## config.mk

```make
export PLATFORM = sky130hd
export DESIGN_NAME = alu_rr_arbiter
export DESIGN_NICKNAME = d
export VERILOG_FILES = /design/src/rtl/alu_rr_arbiter.sv
export SDC_FILE = /design/constraint.sdc
export NUM_CORES = 1
export LEC_CHECK = 0
export BUFFER_PORTS_ARGS = -buffer_cell sky130_fd_sc_hd__buf_2
export CORE_ASPECT_RATIO = 1.2
export CORE_MARGIN = 5
export CORE_UTILIZATION = 48
export DETAILED_ROUTE_END_ITERATION = 8
export GPL_TIMING_DRIVEN = 1
export MAX_ROUTING_LAYER = met4
export PLACE_DENSITY_LB_ADDON = 0.1
export SLEW_MARGIN = 25
export SYNTH_ARGS = -nofsm -noshare
export SYNTH_HDL_FRONTEND = slang
export SYNTH_SLANG_ARGS = --single-unit
```

## constraint.sdc

```tcl
create_clock -name clk -period 2.7 [get_ports clk]
set_input_delay 0.54 -clock clk [delete_from_list [all_inputs] [get_ports clk]]
set_output_delay 0.54 -clock clk [all_outputs]
set_load 0.02 [all_outputs]
```

## src/rtl/alu_rr_arbiter.sv

```systemverilog
// alu_rr_arbiter: round-robin sharing of one 8-op N-bit ALU between REQ requesters.
// Optional zero flag output rsp_z is enabled by defining ALU_ARB_ZFLAG_EN.
module alu_rr_arbiter #(
  parameter int N   = 4,
  parameter int REQ = 4,
  parameter int IDW = $clog2(REQ)
) (
  input  logic             clk,
  input  logic             rst,
  input  logic [REQ-1:0]   req,
  input  logic [REQ*N-1:0] op_a,
  input  logic [REQ*N-1:0] op_b,
  input  logic [REQ*3-1:0] op_sel,
  output logic [REQ-1:0]   gnt,
  output logic             busy,
  output logic             rsp_valid,
  input  logic             rsp_ready,
  output logic [IDW-1:0]   rsp_id,
  output logic [N-1:0]     rsp_o,
  output logic             rsp_co
`ifdef ALU_ARB_ZFLAG_EN
  ,
  output logic             rsp_z
`endif
);
  localparam logic [1:0] IDLE = 2'd0;
  localparam logic [1:0] EXEC = 2'd1;
  localparam logic [1:0] HOLD = 2'd2;

  logic [1:0]     state_q, state_d;
  logic [IDW-1:0] ptr_q, ptr_d, win_q, win_d, id_q, id_d;
  logic [N-1:0]   a_q, a_d, b_q, b_d, o_q, o_d;
  logic [2:0]     sel_q, sel_d;
  logic [REQ-1:0] gnt_q, gnt_d;
  logic           vld_q, vld_d, co_q, co_d, z_q, z_d;
  logic           found, take, exec, hold;
  logic [IDW-1:0] pick;
  logic [IDW:0]   idx;
  logic [N:0]     alu_r;

  // first requester at or after ptr, wrapping modulo REQ
  always_comb begin
    found = 1'b0;
    pick  = '0;
    idx   = '0;
    for (int k = 0; k < REQ; k++) begin
      idx = {1'b0, ptr_q} + (IDW+1)'(k);
      idx = (idx >= (IDW+1)'(REQ)) ? idx - (IDW+1)'(REQ) : idx;
      if (!found && req[idx[IDW-1:0]]) begin
        found = 1'b1;
        pick  = idx[IDW-1:0];
      end
    end
  end

  // shared ALU on the latched operands; bit N is carry/borrow
  always_comb begin
    case (sel_q)
      3'd0:    alu_r = {1'b0, a_q} + {1'b0, b_q};
      3'd1:    alu_r = {1'b0, a_q} - {1'b0, b_q};
      3'd2:    alu_r = {1'b0, a_q} + {{N{1'b0}}, 1'b1};
      3'd3:    alu_r = {1'b0, b_q} - {{N{1'b0}}, 1'b1};
      3'd4:    alu_r = {1'b0, a_q & b_q};
      3'd5:    alu_r = {1'b0, a_q | b_q};
      3'd6:    alu_r = {1'b0, a_q ^ b_q};
      default: alu_r = {1'b0, ~b_q};
    endcase
  end

  // next-state: grant in IDLE, capture result in EXEC, wait for handshake in HOLD
  always_comb begin
    take    = (state_q == IDLE) && found;
    exec    = state_q == EXEC;
    hold    = state_q == HOLD;
    state_d = take ? EXEC : exec ? HOLD : (hold && !rsp_ready) ? HOLD : IDLE;
    ptr_d   = (hold && rsp_ready) ? ((win_q == IDW'(REQ-1)) ? '0 : win_q + 1'b1) : ptr_q;
    win_d   = take ? pick : win_q;
    a_d     = take ? op_a[pick*N +: N] : a_q;
    b_d     = take ? op_b[pick*N +: N] : b_q;
    sel_d   = take ? op_sel[pick*3 +: 3] : sel_q;
    gnt_d   = take ? REQ'(1) << pick : '0;
    vld_d   = exec ? 1'b1 : (hold && rsp_ready) ? 1'b0 : vld_q;
    id_d    = exec ? win_q : id_q;
    o_d     = exec ? alu_r[N-1:0] : o_q;
    co_d    = exec ? alu_r[N] : co_q;
    z_d     = exec ? (alu_r[N-1:0] == '0) : z_q;
  end

  // state registers; reset drops any in-flight transaction
  always_ff @(posedge clk or posedge rst) begin
    if (rst) begin
      state_q <= IDLE;
      ptr_q   <= '0;
      win_q   <= '0;
      a_q     <= '0;
      b_q     <= '0;
      sel_q   <= '0;
      gnt_q   <= '0;
      vld_q   <= 1'b0;
      id_q    <= '0;
      o_q     <= '0;
      co_q    <= 1'b0;
      z_q     <= 1'b0;
    end else begin
      state_q <= state_d;
      ptr_q   <= ptr_d;
      win_q   <= win_d;
      a_q     <= a_d;
      b_q     <= b_d;
      sel_q   <= sel_d;
      gnt_q   <= gnt_d;
      vld_q   <= vld_d;
      id_q    <= id_d;
      o_q     <= o_d;
      co_q    <= co_d;
      z_q     <= z_d;
    end
  end

  assign gnt       = gnt_q;
  assign busy      = state_q != IDLE;
  assign rsp_valid = vld_q;
  assign rsp_id    = id_q;
  assign rsp_o     = o_q;
  assign rsp_co    = co_q;
`ifdef ALU_ARB_ZFLAG_EN
  assign rsp_z     = z_q;
`else
  logic unused_z;
  assign unused_z  = z_q;
`endif
endmodule

```

* After elaboration in Yosys (flattened, before gate mapping)
Cells that the tools add are included.
** Storage, ports and cells
- Flip-flop bits (word level) :: 29
- Output and inout port bits :: 13
- Word-level logic and storage cells :: 91
** Operators by class
- Add/sub/neg operators :: 12
- $mul :: 1
- $lt $le $gt $ge :: 8
- Equal/unequal tests :: 9
- Shift-type cells :: 4
- Mux-type cells :: 28
- Bitwise logic cells :: 4
- Reductions and logical operators :: 14
** Operator list (count)
- 5-bit case mux with 7 select lines :: 1
- 16-bit by 5-bit variable part select with 4-bit output :: 2
- 2-bit 2-to-1 mux :: 12
- 2-bit by 3-bit < comparator with 1-bit output, second input constant :: 4
- 12-bit by 5-bit variable part select with 3-bit output :: 1
- 1-bit 2-to-1 mux :: 10
- 3-bit equality test, second input constant :: 3
- 3-bit greater-or-equal comparator, second input constant :: 3
- 1-bit binary-select mux with 2-bit select :: 4
- 2-bit by 1-bit subtractor with 2-bit output, second input constant :: 4
- 2-bit by 2-bit adder with 3-bit output, second input constant :: 2
- 3-bit by 2-bit equality test with 1-bit output, second input constant :: 2
- 1-bit logical AND :: 6
- 4-bit by 1-bit adder with 5-bit output, second input constant :: 1
- 4-bit by 4-bit adder with 5-bit output :: 1
- 4-bit by 1-bit subtractor with 5-bit output, second input constant :: 1
- 4-bit by 4-bit subtractor with 5-bit output :: 1
- 4-bit AND :: 1
- 2-bit equality test, second input constant :: 2
- 1-bit logical NOT :: 4
- 2-bit by 2-bit multiplier with 4-bit output, second input constant :: 1
- 4-bit 2-to-1 mux :: 1
- 4-bit NOT :: 1
- 4-bit OR :: 1
- other kinds (10) :: 11

* Longest topological paths before layout
- Depth in word-level cells :: 16
- Mapped depth :: 12
- Mapped depth without buffers :: 11

* Worst setup path after synthesis
OpenSTA, ideal clock, no wires.
- Path kind :: register -> register
- From :: reg sel_q[0]
- To :: reg co_q, in the netlist rsp_co
- Arrival :: 2.541 ns
- Data required time :: 2.575 ns
- Setup slack :: 0.033 ns
- Cell stages (with the launch flop) :: 12
- Path buffers :: 2
- Path through :: dfrtp_1 clkbuf_1 clkbuf_1 nor3_1 or2_2 ha_1 fa_1 a21o_1 a211oi_1 a211oi_1 a31oi_1 a21oi_1
** Between the ends
- Word-level cells in the longest chain between the ends :: 2
** RTL lines
- start, declared :: line 33 : logic [2:0] sel_q, sel_d;
- start signal, assigned :: line 110 : sel_q <= sel_d;
- 3-bit equality test (tied with other cells) :: line 58 : case (sel_q)
- 5-bit case mux with 7 select lines * :: line 58
- end signal, assigned :: line 115 : co_q <= co_d;
- end, declared :: line 35 : logic vld_q, vld_d, co_q, co_d, z_q, z_d;
Mark *: on every way between the ends. The rest lies on a longest branch, timed or not.
A chain may end at the register's enable or synchronous reset.

* Worst setup path in the final report
Ends and elaborated chain as after synthesis.

==> results.toml <==
[sta]
timing.setup.tns_ns = 0
rsz0062_at_grt = "no"
tightest_slew_ns = 0.5621
hold_viol = 0
relSlewSlack_pct = 62.25
min_period_ns = 2.495
finalMaxSlewViolations = 0
timing.final.ws_setup_ns = 0.2052
period_share_pct = 92.40
fin_worst_skew_ns = 0.004769
fmax_mhz = 400.8
setup_viol = 0

[cts]
ctsResizeCount = 0
hold_buffers = 0
clockBufferDepth = 2
root_buffer = "clkbuf_8"
clk-insertion-delay-late_ns = 0.28
cts_made_buffers = 5
htree_levels = 2
cts_tree = "built"
clk_pin_slew_worst_paths_ns = 0.07
cts_setup_buffers = 0
clock_sinks = 29

[grt]
grt_pass1_wl_um = 9066
grt-ovfl-total = 0
antenna_found_initial = 0
grt_max_degree = 30
grt_use_total_pct = 18.57
grt_pass1_vias = 2012

[finish]
syn_to_final_growth_pct = 20.31
drive_gt1_share_pct = 30.97
antenna_cells = 0
nets = 381

[outcome]
outcome = "finished clean"

[power_and_ir_drop]
peakVddDrop_mv = 0.5203
p_leak_uw = 0.001420
p_total_uw = 3667
cellPowerDensity_nw_per_um2 = 1316

[yosys]
syn_avg_cell_area_um2 = 9.492
yosysTopAreaCellShare_pct = 31.33
syn-num-nets = 316
synth_area_leaders = "dfrtp_1 31%, ha_1 10%, mux2_4 5.2%"
ys_types = 52
ys_seq_area_share_pct = 31.33
synthArstFlopShare_pct = 100.0
ys_seq_elements = 29
synth_edf_count = 0
synth_top_cell_by_area = "dfrtp_1"
synth_cells = 244
synth.cell_area_um2 = 2316
dominantRegCellSynth = "dfrtp_1"
ys_warn_count = 0

[route]
wl_per_cell_um = 14.36
via_count = 1991
drc = 0
dr.pass1.iters = 4
drtAntennaViolNets = 0
viasPerCell = 5.410
drt_iter0_drc = 92
drt_wl_total_um = 5284

[setup_path]
r2r_start = "sel_q[0]"
reg2reg_depth = 9
worstPathArrival_ns = 2.70
criticalPathCategory = "flip-flop to flip-flop"
critPathMaxFanout = 11
ff2ff_setup_slack_ns = 0.21
critical_path.endpoint_type = "flip-flop"
required_ns = 2.91
critPathLaunchType = "flip-flop"
r2r_end = "rsp_co"

[place]
place_congestion = 0.8632
numPortBuffers = 63
place_hpwl_um = 4363
place_ws_ns = 0.2908

[floorplanning]
die_y_um = 86.09
core_um2 = 4628
rows = 27
dieArea_um2 = 6320
die-width_um = 73.41
io_pins = 64
start_util_pct = 50.04

[job]
max-cap-violations = 0

[hold_path]
hold_class = "input pin to asynchronous set/reset pin"
-- synth_stat cells, types with 3 or more instances --
master     n
dfrtp_1   29
ha_1      19
nand2_1   18
nand3_1   17
inv_1     14
a21oi_1   10
mux2_4     8
nor2_1     8
o21ai_0    8
o221a_1    8
clkbuf_1   6
mux2i_1    6
nand2b_1   6
o21ai_1    6
xnor2_1    6
a21o_1     5
nor3_1     5
a211oi_1   4
and3_1     4
nor2b_1    4
o221ai_1   4
xor2_1     4
mux2_1     3
o211ai_1   3
o31ai_1    3
-- state kept, by name, indices dropped and copies added (netlist names) --
signal / flops
ptr_q: 2
sel_q: 3
rsp_co: 1
rsp_o: 4
a_q: 4
rsp_valid: 1
state_q: 2
b_q: 4
win_q: 2
gnt: 4
rsp_id: 2
-- power breakdown --
part           internal, uW  leakage, uW  total [uW]  switching, uW
logic                  1120      0.00102        2410           1280
clock network           206    0.0000512         381            175
registers               638     0.000352         879            241
-- stage by stage --
step | util, % | area, um^2 | cells | hold WS (ns)
detailed placement | 58.12 | 2690 | 360 | 0.4622
global placement | 58.12 | 2690 | 360 | 0.4566
CTS | 60.21 | 2786 | 368 | 0.3197
floorplan | - | 2316 | 244 | 0.4657
global route | 60.21 | 2786 | 368 | 0.3440
finish | 60.21 | 2786 | 368 | 0.3095
-- cell usage in the layout, fill, tap and decap left out, types with 2 or more instances in the layout --
cell and n:
mux2_1 3, nand3_1 17, o22ai_1 2, a211oi_1 4, o21ai_1 6, nand2_1 18, a21o_1 5, o21ai_0 8
mux2i_1 6, inv_2 2, buf_4 7, o221ai_1 4, fa_1 2, buf_2 63, mux2_4 8, nor2_1 8
a221o_1 2, a21oi_1 10, nor2b_1 4, clkbuf_8 6, o31ai_1 3, nand2b_1 6, o211ai_1 3, inv_1 14
xor2_1 4, xnor2_1 6, o21a_1 2, nor4_1 2, and3_1 4, nor3_1 5, dfrtp_1 29, or2_1 2
ha_1 19, o221a_1 8
-- area by class of cell --
| type | instances | area [um^2] |
|---|---|---|
| well taps | 58 | 72.57 |
| flip-flops and latches | 29 | 725.7 |
| clock inverters | 2 | 13.76 |
| clock buffers | 6 | 82.58 |
| multi-input cells | 187 | 1464 |
| fillers | 438 | 1842 |
| repair buffers | 70 | 367.9 |
| inverters | 16 | 60.06 |
-- worst max path at each step --
| stage | from | end | slack [ns] | cells past startpoint |
|---|---|---|---|---|
| after floorplan | sel_q[0] | rsp_co | 0.03 | 11 |
| after global placement | sel_q[0] | rsp_co | 0.31 | 9 |
| after detailed placement | sel_q[0] | rsp_co | 0.29 | 9 |
| after CTS | sel_q[0] | rsp_co | 0.25 | 9 |
| after global routing | sel_q[1] | rsp_o[1] | 0.06 | 9 |
| final | sel_q[0] | rsp_co | 0.21 | 9 |
-- worst max-delay path: stages (launching register included) --
cell     delay, ns
dfrtp_1       0.56
nor3_1        0.15
or2_2         0.30
ha_1          0.21
fa_1          0.40
a21o_1        0.18
a21oi_1       0.20
xor2_1        0.18
a31oi_1       0.10
a21oi_1       0.14
-- per-layer routing --
layer | track usage (%) | vias up | wire, um
met4 | 5.437 | 0 | 104
met5 | - | - | 0
met2 | 30.84 | 69 | 2641
met1 | 22.72 | 884 | 2203
li1 | - | 1027 | -
met3 | 3.517 | 11 | 335
-- kinds of logic after synthesis --
logic type | synth area share [%]
XOR/XNOR | 3.782
AO/OA/AOI/OAI | 19.88
buffers and inverters | 5.456
flip-flops | 31.33
adder cells (fa/ha/maj) | 11.99
multiplexers | 9.238
AND/OR/NAND/NOR | 18.31
Note: power is estimated with default switching activity, not from simulation.
